[config.mk]
export PLATFORM = sky130hd
export DESIGN_NAME = bcd_to_zfloat
export DESIGN_NICKNAME = d
export VERILOG_FILES = /design/src/rtl/zfloat_pkg.sv /design/src/rtl/bcd_mac15.sv /design/src/rtl/bcd_to_zfloat.sv
export SDC_FILE = /design/constraint.sdc
export NUM_CORES = 1
export LEC_CHECK = 0
export ABC_AREA = 1
export BUFFER_PORTS_ARGS = -buffer_cell sky130_fd_sc_hd__buf_2
export CORE_ASPECT_RATIO = 0.7
export CORE_MARGIN = 4
export CORE_UTILIZATION = 53
export DETAILED_ROUTE_END_ITERATION = 8
export PLACE_DENSITY_LB_ADDON = 0.12
export REMOVE_ABC_BUFFERS = 1
export SETUP_SLACK_MARGIN = 0.4
export SKIP_CTS_REPAIR_TIMING = 1
export SYNTH_ARGS = -nofsm -noshare
export SYNTH_HDL_FRONTEND = slang
export SYNTH_SLANG_ARGS = --single-unit
[constraint.sdc]
create_clock -name clk -period 2.5 [get_ports clk]
set_input_delay 0.125 -clock clk [delete_from_list [all_inputs] [get_ports clk]]
set_output_delay 0.125 -clock clk [all_outputs]
set_load 0.01 [all_outputs]
[src/rtl/zfloat_pkg.sv]
// rtl/zfloat_pkg.sv - shared float widths, zero exponent and converter state encoding
package zfloat_pkg;
   localparam int ZF_EXP_W = 7;
   localparam int ZF_MAN_W = 15;
   localparam logic [ZF_EXP_W-1:0] ZF_ZERO_EXP = 7'h40;

   typedef enum logic [1:0] {
      IDLE,
      CONV,
      NORM,
      DONE
   } zf_state_e;
endpackage

[src/rtl/bcd_mac15.sv]
// rtl/bcd_mac15.sv - one decimal step: acc*10 + digit, flagging digits above 9
module bcd_mac15
   import zfloat_pkg::*;
(
   input  logic [ZF_MAN_W-1:0] acc_i,
   input  logic [3:0]          digit_i,
   output logic [ZF_MAN_W-1:0] acc_o,
   output logic                bad_o
);
   // Accumulator never exceeds 9999, so the 15-bit sum cannot wrap.
   assign acc_o = (acc_i << 3) + (acc_i << 1) + {{(ZF_MAN_W-4){1'b0}}, digit_i};
   assign bad_o = (digit_i > 4'd9);
endmodule

[src/rtl/bcd_to_zfloat.sv]
// rtl/bcd_to_zfloat.sv - signed packed-BCD integer to normalised float, one digit then one shift per cycle
module bcd_to_zfloat
   import zfloat_pkg::*;
#(
   parameter int NDIGITS = 4
) (
   input  logic                   clk,
   input  logic                   reset,
   input  logic                   start,
   input  logic                   sign_in,
   input  logic [4*NDIGITS-1:0]   bcd_in,
   output logic                   ready,
   output logic                   out_valid,
   output logic                   out_s,
   output logic [ZF_EXP_W-1:0]    out_e,
   output logic [ZF_MAN_W-1:0]    out_m,
   output logic                   out_zero,
   output logic                   out_err
);
   localparam int DW = (NDIGITS > 1) ? $clog2(NDIGITS) : 1;

   zf_state_e            state_q, state_d;
   logic [ZF_MAN_W-1:0]  acc_q, acc_d;
   logic [DW-1:0]        dcnt_q, dcnt_d;
   logic [ZF_EXP_W-1:0]  ecnt_q, ecnt_d;
   logic                 sgn_q, sgn_d;
   logic [4*NDIGITS-1:0] bcd_q, bcd_d;
   logic                 out_s_q, out_s_d;
   logic [ZF_EXP_W-1:0]  out_e_q, out_e_d;
   logic [ZF_MAN_W-1:0]  out_m_q, out_m_d;
   logic                 out_zero_q, out_zero_d;
   logic                 out_err_q, out_err_d;

   logic [3:0]           digit;
   logic [ZF_MAN_W-1:0]  mac_acc;
   logic                 mac_bad;

   assign digit = bcd_q[dcnt_q*4 +: 4];

   bcd_mac15 u_mac (
      .acc_i   (acc_q),
      .digit_i (digit),
      .acc_o   (mac_acc),
      .bad_o   (mac_bad)
   );

   always_comb begin
      state_d    = state_q;
      acc_d      = acc_q;
      dcnt_d     = dcnt_q;
      ecnt_d     = ecnt_q;
      sgn_d      = sgn_q;
      bcd_d      = bcd_q;
      out_s_d    = out_s_q;
      out_e_d    = out_e_q;
      out_m_d    = out_m_q;
      out_zero_d = out_zero_q;
      out_err_d  = out_err_q;
      case (state_q)
         IDLE: begin
            if (start) begin
               sgn_d      = sign_in;
               bcd_d      = bcd_in;
               acc_d      = '0;
               dcnt_d     = DW'(NDIGITS - 1);
               ecnt_d     = 7'd14;
               out_zero_d = 1'b0;
               out_err_d  = 1'b0;
               state_d    = CONV;
            end
         end
         CONV: begin
            if (mac_bad) begin
               out_err_d  = 1'b1;
               out_zero_d = 1'b0;
               out_m_d    = '0;
               out_e_d    = ZF_ZERO_EXP;
               out_s_d    = sgn_q;
               state_d    = DONE;
            end else begin
               acc_d  = mac_acc;
               dcnt_d = dcnt_q - 1'b1;
               if (dcnt_q == '0) state_d = NORM;
            end
         end
         NORM: begin
            if (acc_q == '0) begin
               out_zero_d = 1'b1;
               out_m_d    = '0;
               out_e_d    = ZF_ZERO_EXP;
               out_s_d    = sgn_q;
               state_d    = DONE;
            end else if (acc_q[ZF_MAN_W-1]) begin
               out_m_d = acc_q;
               out_e_d = ecnt_q;
               out_s_d = sgn_q;
               state_d = DONE;
            end else begin
               acc_d  = acc_q << 1;
               ecnt_d = ecnt_q - 7'd1;
            end
         end
         DONE:    state_d = IDLE;
         default: state_d = IDLE;
      endcase
   end

   always_ff @(posedge clk) begin
      if (reset) begin
         state_q    <= IDLE;
         acc_q      <= '0;
         dcnt_q     <= '0;
         ecnt_q     <= '0;
         sgn_q      <= 1'b0;
         bcd_q      <= '0;
         out_s_q    <= 1'b0;
         out_e_q    <= ZF_ZERO_EXP;
         out_m_q    <= '0;
         out_zero_q <= 1'b0;
         out_err_q  <= 1'b0;
      end else begin
         state_q    <= state_d;
         acc_q      <= acc_d;
         dcnt_q     <= dcnt_d;
         ecnt_q     <= ecnt_d;
         sgn_q      <= sgn_d;
         bcd_q      <= bcd_d;
         out_s_q    <= out_s_d;
         out_e_q    <= out_e_d;
         out_m_q    <= out_m_d;
         out_zero_q <= out_zero_d;
         out_err_q  <= out_err_d;
      end
   end

   assign ready     = (state_q == IDLE);
   assign out_valid = (state_q == DONE);
   assign out_s     = out_s_q;
   assign out_e     = out_e_q;
   assign out_m     = out_m_q;
   assign out_zero  = out_zero_q;
   assign out_err   = out_err_q;
endmodule

Word level (Yosys, flattened, before mapping)
Cells that the tools add are included.
{ "op_classes": {"shift": 1, "n_addsub": 4, "eq_ne": 11, "n_lt_le_gt_ge": 1, "reduce_logical": 16, "n_mux": 36} }
{ "ops": {"columns": ["operator", "count"], "rows": [
  ["2-to-1 mux 15 bit", 7],
  ["one-hot mux 15 bit (3 select lines)", 1],
  ["2-to-1 mux 7 bit", 6],
  ["one-hot mux 15 bit (2 select lines)", 1],
  ["one-hot mux 7 bit (2 select lines)", 2],
  ["variable part select 16 x 5 -> 4 bit", 1],
  ["adder 15 bit", 1],
  ["adder 15 x 4 -> 15 bit", 1],
  ["logical NOT 15 bit", 1],
  ["2-to-1 mux 2 bit", 7],
  ["!= test 2 bit (second input constant)", 6],
  ["AND reduction 3 bit", 4],
  ["AND reduction 4 bit", 3],
  ["one-hot mux 2 bit (4 select lines)", 1],
  ["2-to-1 mux 1 bit", 7],
  ["subtractor 7 x 1 -> 7 bit (second input constant)", 1],
  ["!= test 3 bit (second input constant)", 2],
  ["nonzero test 2 bit", 3],
  ["AND reduction 5 bit", 1],
  ["equality test 2 bit (second input constant)", 2],
  ["> comparator 4 bit (second input constant)", 1],
  ["logical NOT 2 bit", 2],
  ["one-hot mux 1 bit (2 select lines)", 2],
  ["one-hot mux 2 bit (2 select lines)", 1],
  ["other kinds (5)", 5]
]} }
{ "word_totals": {"reg_bits": 68, "in_bits": 20, "out_inout_bits": 27} }

Longest topological paths before layout
Gate-level depths: netlist of run 1.
{ "depth": {"depth_word": 4, "ltp_mapped": 21, "ltp_nobuf": 19} }

By module
A second synthesis of run 1 with hierarchy kept.
{ "unflattened": {"hier_cells": 686, "area_unflattened_um2": 4495.6} }
{ "modules_own_cells": {"columns": ["mod", "seq_area_each_um2", "n_inst", "area_per_inst_um2", "cells_per_inst"], "rows": [
  ["bcd_to_zfloat", 1361.3, 1, 3524.6, 514],
  ["bcd_mac15", 0.0, 1, 970.9, 172]
]} }

Worst setup path before layout of run 1
No wires, ideal clock.
{ "synth_timing": {"kind": "register to register", "from": "register dcnt_q[0]", "to": "register acc_q[8]", "n_path_buf": 2, "slack_ns": -0.158, "arrival_time_ns": 2.587, "setup_ns": 0.070, "stages_incl_launch_ff": 20, "period_less_slack_ns": 2.658, "cell_sequence": "dfxtp_1 -> buf_6 -> inv_2 -> buf_6 -> nand2_1 -> o211ai_1 -> nand2_1 -> inv_1 -> fa_1 -> inv_1 -> fa_1 -> nand3_1 -> nand3_1 -> nand2_1 -> nand2_1 -> a21oi_1 -> o21ai_0 -> nand2_1 -> nand2_1 -> a21oi_1"} }
{ "synth_between": {"elab_chain_cells": 4, "word_cells_on_any_way": 7, "cone_classes": "add/sub (1); order compare (1); eq/ne (1); shift (1); mux (2); reduce/logical (1)"} }
{ "synth_rtl": {"columns": ["item", "line_no", "source"], "rows": [
  ["start, declared", "bcd_to_zfloat.sv:24", "logic [DW-1:0] dcnt_q, dcnt_d;"],
  ["start signal, assigned", "bcd_to_zfloat.sv:124", "dcnt_q <= dcnt_d;"],
  ["variable part select 16 x 5 -> 4 bit (*)", "bcd_to_zfloat.sv:38", "assign digit = bcd_q[dcnt_q*4 +: 4];"],
  ["adder 15 x 4 -> 15 bit / > comparator 4 bit (equally long branches)", "bcd_mac15.sv:11, bcd_mac15.sv:12", null],
  ["2-to-1 mux 15 bit / != test 2 bit (equally long branches)", null, null],
  ["one-hot mux 15 bit (3 select lines) / AND reduction 5 bit (equally long branches)", null, null],
  ["end signal, assigned", "bcd_to_zfloat.sv:111", "acc_q <= '0;"],
  ["end signal, assigned", "bcd_to_zfloat.sv:123", "acc_q <= acc_d;"],
  ["end, declared", "bcd_to_zfloat.sv:23", "logic [ZF_MAN_W-1:0] acc_q, acc_d;"]
]} }
Every way passes the cells marked *; elsewhere a longest branch is shown, timed or not. The select of a mux whose other input is x is not followed.
A chain may end at the register's enable or synchronous reset.

Worst setup path in the final report of run 1
Ends and elaborated chain as after synthesis.

==> run metrics, run 1 <==
worst reg2reg setup slack -0.008 ns; Hold Fails Final Rpt 0; worst path cell trace buf_6 -> nand2_1 -> nand3_1 -> nand2_1 -> inv_2 -> ha_4 -> ha_4 -> fa_2 -> nand3_2 -> nand3_4 -> nand2_2 -> nand2_2 -> a21oi_2 -> o21ai_1 -> nand2_1 -> nand2_1 -> a21oi_2; Unique masters post-synth 31; Slowest-stage cell, CP fa_2; diodes inserted 0; sequential area share after synthesis 33.68%; post-DR vias/cell about 5.4; HPWL Detailed between 7000 and 8000 microns; CP Launch Type flop; Worst R2R Start dcnt_q[0]$_SDFFE_PP0P_; Routed Antenna Nets 0; HP Class input pin to flop; Num CTS Buffers 9; endpoints failing setup 1; syn avg cell area between 6 and 7 sq um; Worst setup startpoint dcnt_q[0]$_SDFFE_PP0P_; Max Cap Viol 0; failing checks setup timing; largest net degree at the start of global routing 44; crit-path max cell delay around 0.40 ns; Ports 47; max-slew violation count 0; Leak Pwr 2.318 nW; port bufs 46; worst path required time around 2.8 ns; clk_skew roughly 0.013 ns; Synth Instances ~610; unrepaired setup endpoints after global routing true; Clock Latency Late Sink approximately 0.35 ns; Final WS setup -0.008234 ns; fin crit share 100.3%; most frequent cells in the layout nand2_1 (165), dfxtp_1 (67), inv_1 (63), nor2_1 (58), a21oi_1 (56); Routed WL 10720 microns; initial core utilization 54.97%; family with the most delay on the worst path adder cells; total die area roughly 0.0091 sq mm; CTS H-Tree Depth 3; DP Cell Count 745; Mapped Area 0.004041 sq mm; Layout Cells excl Fill 768; Worst Max-Slew Pin Slew around 0.71 ns; clock root cell clkbuf_8; critical path class flop to flop; min cycle time layout 2.508 ns; total track usage between 20% and 30%; Residual DRC 0; Placeable Area between 0.007 and 0.008 sq mm; initial antenna violation count 0; Buf/Inv on CP 2; Arrival @ worst endpoint between 2 and 3 ns; Crit. End Element flop; maximum VDD drop 0.5341 mV; nets@finish 717; Rel. slew slack approximately 52%; global-route wire length before repair 17320 microns; CTS Buffer Depth 2; grt ovf 0; gp weighted congestion between 0.9 and 1; commonest non-fill, non-tap cell in the layout nand2_1; dpl ws -0.1692 ns; Initial DRC Count between 300 and 400; run status complete, but fails checks; synthesis warning total 0; WHS approximately 0.022 ns; die width between 100 and 150 microns; Yosys reg bits around 70; cell mode on critical path nand2_1; DR WL/cell roughly 14 microns; Die Y 81.06 microns; fraction of layout cells with a size suffix above 1 20.60%; Area Overhead vs Synth 19.75%; via count 4110; worst hold path startpoint bcd_in[9]; number of global-route vias before repair approximately 3700; Reg clk slew, reported paths around 0.080 ns; Initial DRT Pass Iterations 5; TritonCTS clock tree yes; Crit Path Max Fanout 8; Std-Cell Rows 26; CTS sink cnt 68; Max Fclk 398.7 MHz; PwrDens 989.5 mW/mm^2
==> synth_stat cells <==
master	instances	share of area [%]
buf_2	2	0.25
o22ai_1	1	0.15
nor2_1	59	5.5
o21ai_0	37	4.6
ha_1	30	9.3
o21ai_2	1	0.22
nor2_4	1	0.28
a21oi_1	61	7.6
buf_4	3	0.56
dfxtp_1	68	34
or2_2	1	0.15
a21oi_2	1	0.22
nand2_4	1	0.28
fa_1	2	0.99
o21a_1	1	0.19
o211ai_1	2	0.37
inv_2	1	0.093
inv_1	67	6.2
nand3_4	1	0.43
xor2_1	3	0.65
nand3b_1	3	0.56
clkbuf_1	12	1.1
nand3_2	3	0.74
a32oi_1	2	0.43
buf_1	1	0.093
nand2_2	2	0.31
nand4_1	6	0.93
nand2_1	178	17
xnor2_1	1	0.22
nand3_1	51	6.3
buf_6	4	1.1
==> path summary, 6_finish.rpt <==
| path | to | depth (start not counted) |
|---|---|---|
| setup / recovery | acc_q[8]$_SDFFE_PP0P_ | 17 |
| hold / removal | bcd_q[9]$_SDFFE_PP0P_ | 3 |
| setup reg to reg | acc_q[8]$_SDFFE_PP0P_ | 17 |
| hold reg to reg | out_s$_SDFFE_PP0P_ | 2 |
==> worst reg2reg max path, cell delays in order (launching register included) <==
cell and delay, ns:
dfxtp_4 0.37, buf_6 0.13, nand2_1 0.08, nand3_1 0.08, nand2_1 0.13, inv_2 0.06
ha_4 0.21, ha_4 0.16, fa_2 0.40, nand3_2 0.11, nand3_4 0.11, nand2_2 0.08
nand2_2 0.06, a21oi_2 0.14, o21ai_1 0.08, nand2_1 0.07, nand2_1 0.06, a21oi_2 0.13
==> logic make-up after synthesis <==
logic type / after synthesis / share of synthesized area, %
AOI/OAI and AO/OA: 106 / 13.72
xor gates and xnor gates: 4 / 0.8670
adders and majority gates: 32 / 10.28
buffers and inverters: 90 / 9.442
DFF: 68 / 33.68
and+or+nand+nor: 306 / 32.01
==> cell type report <==
class                      instances  area [sq um]
multi-input combinational        449          2484
timing repair buffer              69         422.9
clock buffer                      10         137.6
tap                               98         122.6
fill                             665          2512
sequential                        68          1365
inverter                          68         260.3
clock inverter                     6         47.55
==> report_power, final <==
part           leakage [nW]  internal [mW]  switching (mW)
clock                0.0815          0.393           0.462
combinational          1.68          0.912            1.62
sequential            0.555           1.26           0.144
==> sequential cells by signal, indices dropped and copies added, names as in the netlist <==
register  count
state_q       2
out_s         1
bcd_q        16
out_m        15
out_err       1
out_e         7
dcnt_q        2
acc_q        15
sgn_q         1
ecnt_q        7
out_zero      1
==> stage by stage <==
stage	utilization, %	setup TNS (ns)	power (mW)	instance area, sq um
2_1_floorplan	-	-0.4443	2.827	3915
3_3_place_gp	59.79	-0.05396	3.464	4395
3_5_place_dp	59.79	-0.6724	3.520	4395
4_1_cts	62.30	-0.9029	4.381	4581
5_1_grt	65.83	-0.7071	5.133	4840
6_report	65.83	-0.008234	4.789	4840
==> per-layer routing <==
metal	GRT usage, %	vias to the layer above	part of all wire [%]
li1	-	2088	-
met1	31.51	1866	47
met2	38.11	140	45
met3	4.021	16	6.8
met4	5.522	0	1.2
met5	0	-	0
Note: power is estimated with default switching activity, not from simulation.
==> inputs of run 2 (changes only) <==
ABC_AREA = unset   (was 1)
CORE_UTILIZATION = 52   (was 53)
==> run metrics, run 2 <==
syn avg cell area 9.290 sq um; Area Overhead vs Synth 29.10%; Residual DRC 0; DR WL/cell ~16 microns; Psw about 1.7 mW; DP Cell Count 560; Int Pwr between 2 and 3 mW; initial antenna violation count 0; Switching Share about two fifths; Num CTS Buffers 9; gp weighted congestion 0.9277; Max Cap Viol 0; Final Total Pwr between 4 and 5 mW; Worst Max-Slew Pin Slew just over 0.6 ns; hold worst-path end bcd_q[1]$_SDFFE_PP0P_; Primary FF master, synth dfxtp_1; synthesis warning total 0; die width between 100 and 150 microns; most frequent cells in the layout dfxtp_1 (65), buf_2 (46), nand2_1 (45), buf_4 (45), a21oi_1 (28); top post-synthesis cells by area dfxtp_1 (37%), ha_1 (10%), a22o_1 (5.4%), nand2_1 (4.6%), a21oi_1 (4.3%); total track usage between 20 and 25%; endpoints failing setup 11; cell taking the most area after synthesis dfxtp_1; CTS sink cnt between 60 and 70; Yosys reg bits 68; Hold Path Cell Cnt 3; critical path class flop to flop; number of synthesized flops with an enable pin 0; Arrival @ worst endpoint around 3.2 ns; total die area approximately 0.0085 sq mm; Max Fclk approximately 340 MHz; run status complete, but fails checks; Routed Antenna Nets 0; Synth Instances 398; post-DR vias/cell 5.769; clk_skew around 0.011 ns; Routed WL around 9600 microns; global-route wire length before repair 15100 microns; Std-Cell Rows 25; Crit Path Max Fanout 4; Post-synth ARST share 0%; Ports 47; max-slew violation count 0; CTS H-Tree Depth 3; HP Class input pin to flop; worst hold path startpoint bcd_in[1]; Hold Fails Final Rpt 0; HPWL Detailed between 6000 and 7000 microns; CP Launch Type flop; sequential area share after synthesis roughly 37%; unrepaired setup endpoints after global routing true; worst path required time 2.77 ns; worst reg2reg setup slack -0.42 ns; setup_tns -3.136 ns; fraction of layout cells with a size suffix above 1 a little under a third; sequential power share 32.1%; CTS Buffer Depth 2; Clock Latency Late Sink 0.34 ns; min cycle time layout 2.917 ns; top-area cell type share of the netlist area a little under two fifths; Initial DRT Pass Iterations 5; via count 3398; Worst R2R Start dcnt_q[0]$_SDFFE_PP0P_; TritonCTS clock tree yes; Placeable Area 0.006819 sq mm; worst r2r dst acc_q[11]$_SDFFE_PP0P_; maximum VDD drop slightly above 0.4 mV; port bufs 46; Unique masters post-synth 55; Leak Pwr approximately 2.1 nW; largest net degree at the start of global routing 24; clock root cell clkbuf_8; top cells by count, synth dfxtp_1 (68), nand2_1 (45), a21oi_1 (32); Clk network pwr share around a fifth; Initial DRC Count 229; Layout Cells excl Fill around 600; Rel. slew slack just under 60%; commonest non-fill, non-tap cell in the layout dfxtp_1; Die Y between 70 and 80 microns; Reg clk slew, reported paths approximately 0.08 ns; Biggest register bcd_q; grt ovf 0; fillers between 500 and 600; initial core utilization 54.22%; failing checks setup timing; Crit. End Element flop; number of global-route vias before repair around 3100; diodes inserted 0; PwrDens ~890 mW/mm^2; Worst R2R Path Depth 12; Mapped Area between 0.003 and 0.004 sq mm; Final WS setup -0.4169 ns; most frequent cell after synthesis dfxtp_1; Largest register FFs 16; fin crit share 116.7%; nets@finish 542; combinational power share a little under half
## run 2: changes by cell type after synthesis, moves of 7 or more
cell,previous run,this run
a211oi_1,0,13
a21o_1,0,7
a21oi_1,61,32
a22o_1,0,23
inv_1,67,16
nand2_1,178,45
nand2b_1,0,7
nand3_1,51,9
nor2_1,59,18
o21ai_0,37,14
o2bb2ai_1,0,9
xnor2_1,1,8
## run 2: worst max-delay path by stage
stage / startpoint / endpoint / slack, ns / cells past startpoint
after floorplan: dcnt_q[0]$_SDFFE_PP0P_ / acc_q[11]$_SDFFE_PP0P_ / -0.69 / 11
after global placement: dcnt_q[0]$_SDFFE_PP0P_ / acc_q[12]$_SDFFE_PP0P_ / -0.60 / 10
after detailed placement: dcnt_q[0]$_SDFFE_PP0P_ / acc_q[11]$_SDFFE_PP0P_ / -0.65 / 11
after CTS: dcnt_q[0]$_SDFFE_PP0P_ / acc_q[12]$_SDFFE_PP0P_ / -0.68 / 10
after global routing: dcnt_q[0]$_SDFFE_PP0P_ / acc_q[11]$_SDFFE_PP0P_ / -0.58 / 12
final: dcnt_q[0]$_SDFFE_PP0P_ / acc_q[11]$_SDFFE_PP0P_ / -0.42 / 12
## run 2: power groups by stage
stage          clock network, mW  logic [mW]  registers [mW]
3_5_place_dp                   0        1.65            1.37
3_3_place_gp                   0        1.63            1.37
6_report                   0.882        2.01            1.37
5_1_grt                    0.936        2.20            1.39
4_1_cts                    0.895        1.66            1.35
2_1_floorplan                  0        1.08            1.36
## run 2: critical path, cell delays in order, from the launching register on
cell and delay [ns]:
dfxtp_4 0.38, mux4_2 0.52, inv_2 0.07, fa_1 0.41
inv_2 0.11, ha_4 0.21, a211oi_2 0.24, o21bai_1 0.13
a21oi_2 0.20, buf_4 0.16, o2111a_1 0.20, a221oi_2 0.04
o2bb2ai_1 0.16
## run 2: layer usage
layer | GRT usage [%] | routed length (microns) | vias to the layer above
met5 | 0 | 0 | -
met3 | 4.848 | 607 | 9
li1 | - | - | 1668
met1 | 33.13 | 4741 | 1619
met2 | 31.44 | 4181 | 102
met4 | 6.179 | 77 | 0
## run 2: layout make-up
| cell class | count | area, sq um | share of cell area, % |
|---|---|---|---|
| clock buffers | 11 | 131.4 | 2.752 |
| repair buffers | 99 | 689.4 | 14.44 |
| well taps | 94 | 117.6 | 2.464 |
| inverters | 16 | 60.06 | 1.258 |
| multi-input cells | 296 | 2355 | 49.33 |
| clock inverters | 5 | 52.55 | 1.101 |
| flip-flops and latches | 68 | 1368 | 28.65 |
## run 2: cells by family after synthesis
group	synth area share [%]
AND/OR/NAND/NOR	14.35
adder cells (fa/ha/maj)	11.24
flip-flops	36.82
AO/OA/AOI/OAI	26.43
multiplexers	3.722
buffers and inverters	4.839
XOR/XNOR	2.606
## run 2: stage by stage
step	setup slack, ns	hold slack (ns)	utilization, %	instance area [sq um]
global route	-0.5826	0.003698	70.00	4773
detailed placement	-0.6473	0.3701	62.28	4247
global placement	-0.5969	0.3661	62.28	4247
finish	-0.4169	0.01364	70.00	4773
floorplan	-0.6887	0.1941	-	3578
CTS	-0.6791	0.001790	64.97	4431
==> inputs of run 3 (changes only) <==
REMOVE_ABC_BUFFERS = unset   (was 1)
==> run metrics, run 3 (same netlist as run 2, synthesis figures left out) <==
Placeable Area roughly 0.0068 sq mm; Mapped Nets between 400 and 500; Largest register FFs 16; largest net degree at the start of global routing 28; initial antenna violation count 0; unrepaired setup endpoints after global routing true; commonest non-fill, non-tap cell in the layout dfxtp_1; Clk network pwr share between 20% and 30%; total track usage 22.66%; WHS between 0.005 and 0.006 ns; Max Cap Viol 0; sequential power share 33.4%; final core occ between 60% and 70%; fraction of layout cells with a size suffix above 1 30.04%; CTS Buffer Depth 2; CP Launch Type flop; port bufs 46; Initial DRT Pass Iterations 4; max-slew violation count 0; total die area 0.008545 sq mm; Max Fclk 347.1 MHz; Std-Cell Rows 25; clk_skew ~0.007 ns; HP Class input pin to flop; Psw about 1.6 mW; nets@finish roughly 530; grt ovf 0; Routed WL roughly 9500 microns; family with the most delay on the worst path compound AO/OA/AOI/OAI gates; DR WL/cell between 15 and 20 microns; Num CTS Buffers 9; die width 108.8 microns; Leak Pwr between 2 and 2.5 nW; Residual DRC 0; Biggest register bcd_q; Rel. slew slack between 50% and 60%; maximum VDD drop 0.3548 mV; cell mode on critical path inv_2; Ports 47; Int Pwr between 2 and 2.5 mW; crit-path max cell delay 0.53 ns; DP Cell Count about 560; design area 0.004619 sq mm; Clock Latency Late Sink ~0.35 ns; Crit Path Max Fanout 4; via count 3364; worst path cell trace mux4_2 -> inv_2 -> fa_1 -> inv_2 -> ha_4 -> a211oi_2 -> o21bai_1 -> a21oi_2 -> o21ai_2 -> a221oi_2 -> o2bb2ai_1; most frequent cells in the layout dfxtp_1 (65), buf_2 (46), nand2_1 (44), buf_4 (41), a21oi_1 (30); Routed Antenna Nets 0; clock root cell clkbuf_8; dpl ws -0.4274 ns; TritonCTS clock tree yes; PwrDens roughly 900 mW/mm^2; critical path class flop to flop; dpl cell area around 0.0043 sq mm; combinational power share between 40% and 50%; min cycle time layout 2.881 ns; Final WS setup -0.3807 ns; Crit. End Element flop; gp weighted congestion 0.8527; Final Total Pwr 4.103 mW; Worst Max-Slew Pin Slew about 0.60 ns; initial core utilization a little over half; post-DR vias/cell between 5 and 6; Reg clk slew, reported paths around 0.08 ns; HPWL Detailed 6684 microns; Area Overhead vs Synth 24.94%; Die Y just under 80 microns; Switching Share around 40%; global-route wire length before repair 15260 microns; CTS sink cnt slightly below 70; diodes inserted 0; worst path required time 2.75 ns; Arrival @ worst endpoint roughly 3.1 ns; Buf/Inv on CP 2; failing checks setup timing; fin crit share 115.2%; endpoints failing setup 9; number of global-route vias before repair 3162; Initial DRC Count roughly 240; setup_tns -2.850 ns; Hold Fails Final Rpt 0; CTS H-Tree Depth 3; run status complete, but fails checks; Slowest-stage cell, CP mux4_2; Layout Cells excl Fill 580
## run 3: changes by cell type in the layout (fill, tap and decap cells not counted), sizes merged
cell      previous run  this run
buf                 98        90
and3                 3         2
clkinv               3         4
clkbuf              12        10
nor2                20        22
clkinvlp             1         0
## run 3: worst reg2reg max path, stage by stage (launching register included)
cell	delay, ns
dfxtp_4	0.38
mux4_2	0.53
inv_2	0.08
fa_1	0.42
inv_2	0.10
ha_4	0.20
a211oi_2	0.20
o21bai_1	0.12
a21oi_2	0.25
o21ai_2	0.13
a221oi_2	0.28
o2bb2ai_1	0.08
## run 3: worst paths after layout
path,start,cells after the start,to,slack (ns)
hold reg to reg,bcd_q[10]$_SDFFE_PP0P_,2,bcd_q[10]$_SDFFE_PP0P_,0.45
setup reg to reg,dcnt_q[0]$_SDFFE_PP0P_,11,acc_q[11]$_SDFFE_PP0P_,-0.38
hold / removal,bcd_in[7],3,bcd_q[7]$_SDFFE_PP0P_,0.006
setup / recovery,dcnt_q[0]$_SDFFE_PP0P_,11,acc_q[11]$_SDFFE_PP0P_,-0.38
## run 3: layout make-up
class	instances	area, sq um
Tap cell	94	117.6
Multi-Input combinational cell	297	2312
Inverter	16	60.06
Sequential cell	68	1368
Timing Repair Buffer	90	580.6
Clock inverter	5	53.80
Fill cell	585	2200
Clock buffer	10	127.6
## run 3: routing by layer
| layer | routed length [microns] | part of all wire (%) | vias up | global-route usage (%) |
|---|---|---|---|---|
| met5 | 0 | 0 | - | 0 |
| met4 | 127 | 1.3 | 0 | 6.936 |
| li1 | - | - | 1643 | - |
| met1 | 4744 | 50 | 1579 | 32.87 |
| met2 | 3942 | 42 | 128 | 32.86 |
| met3 | 649 | 6.9 | 14 | 5.752 |
## run 3: power groups by stage
| stage | Sequential, mW | Clock [mW] | Combinational [mW] |
|---|---|---|---|
| final | 1.37 | 0.879 | 1.85 |
| after global routing | 1.40 | 0.941 | 2.04 |
| after CTS | 1.36 | 0.895 | 1.60 |
| after detailed placement | 1.38 | 0 | 1.59 |
| after global placement | 1.38 | 0 | 1.57 |
| after floorplan | 1.34 | 0 | 1.24 |
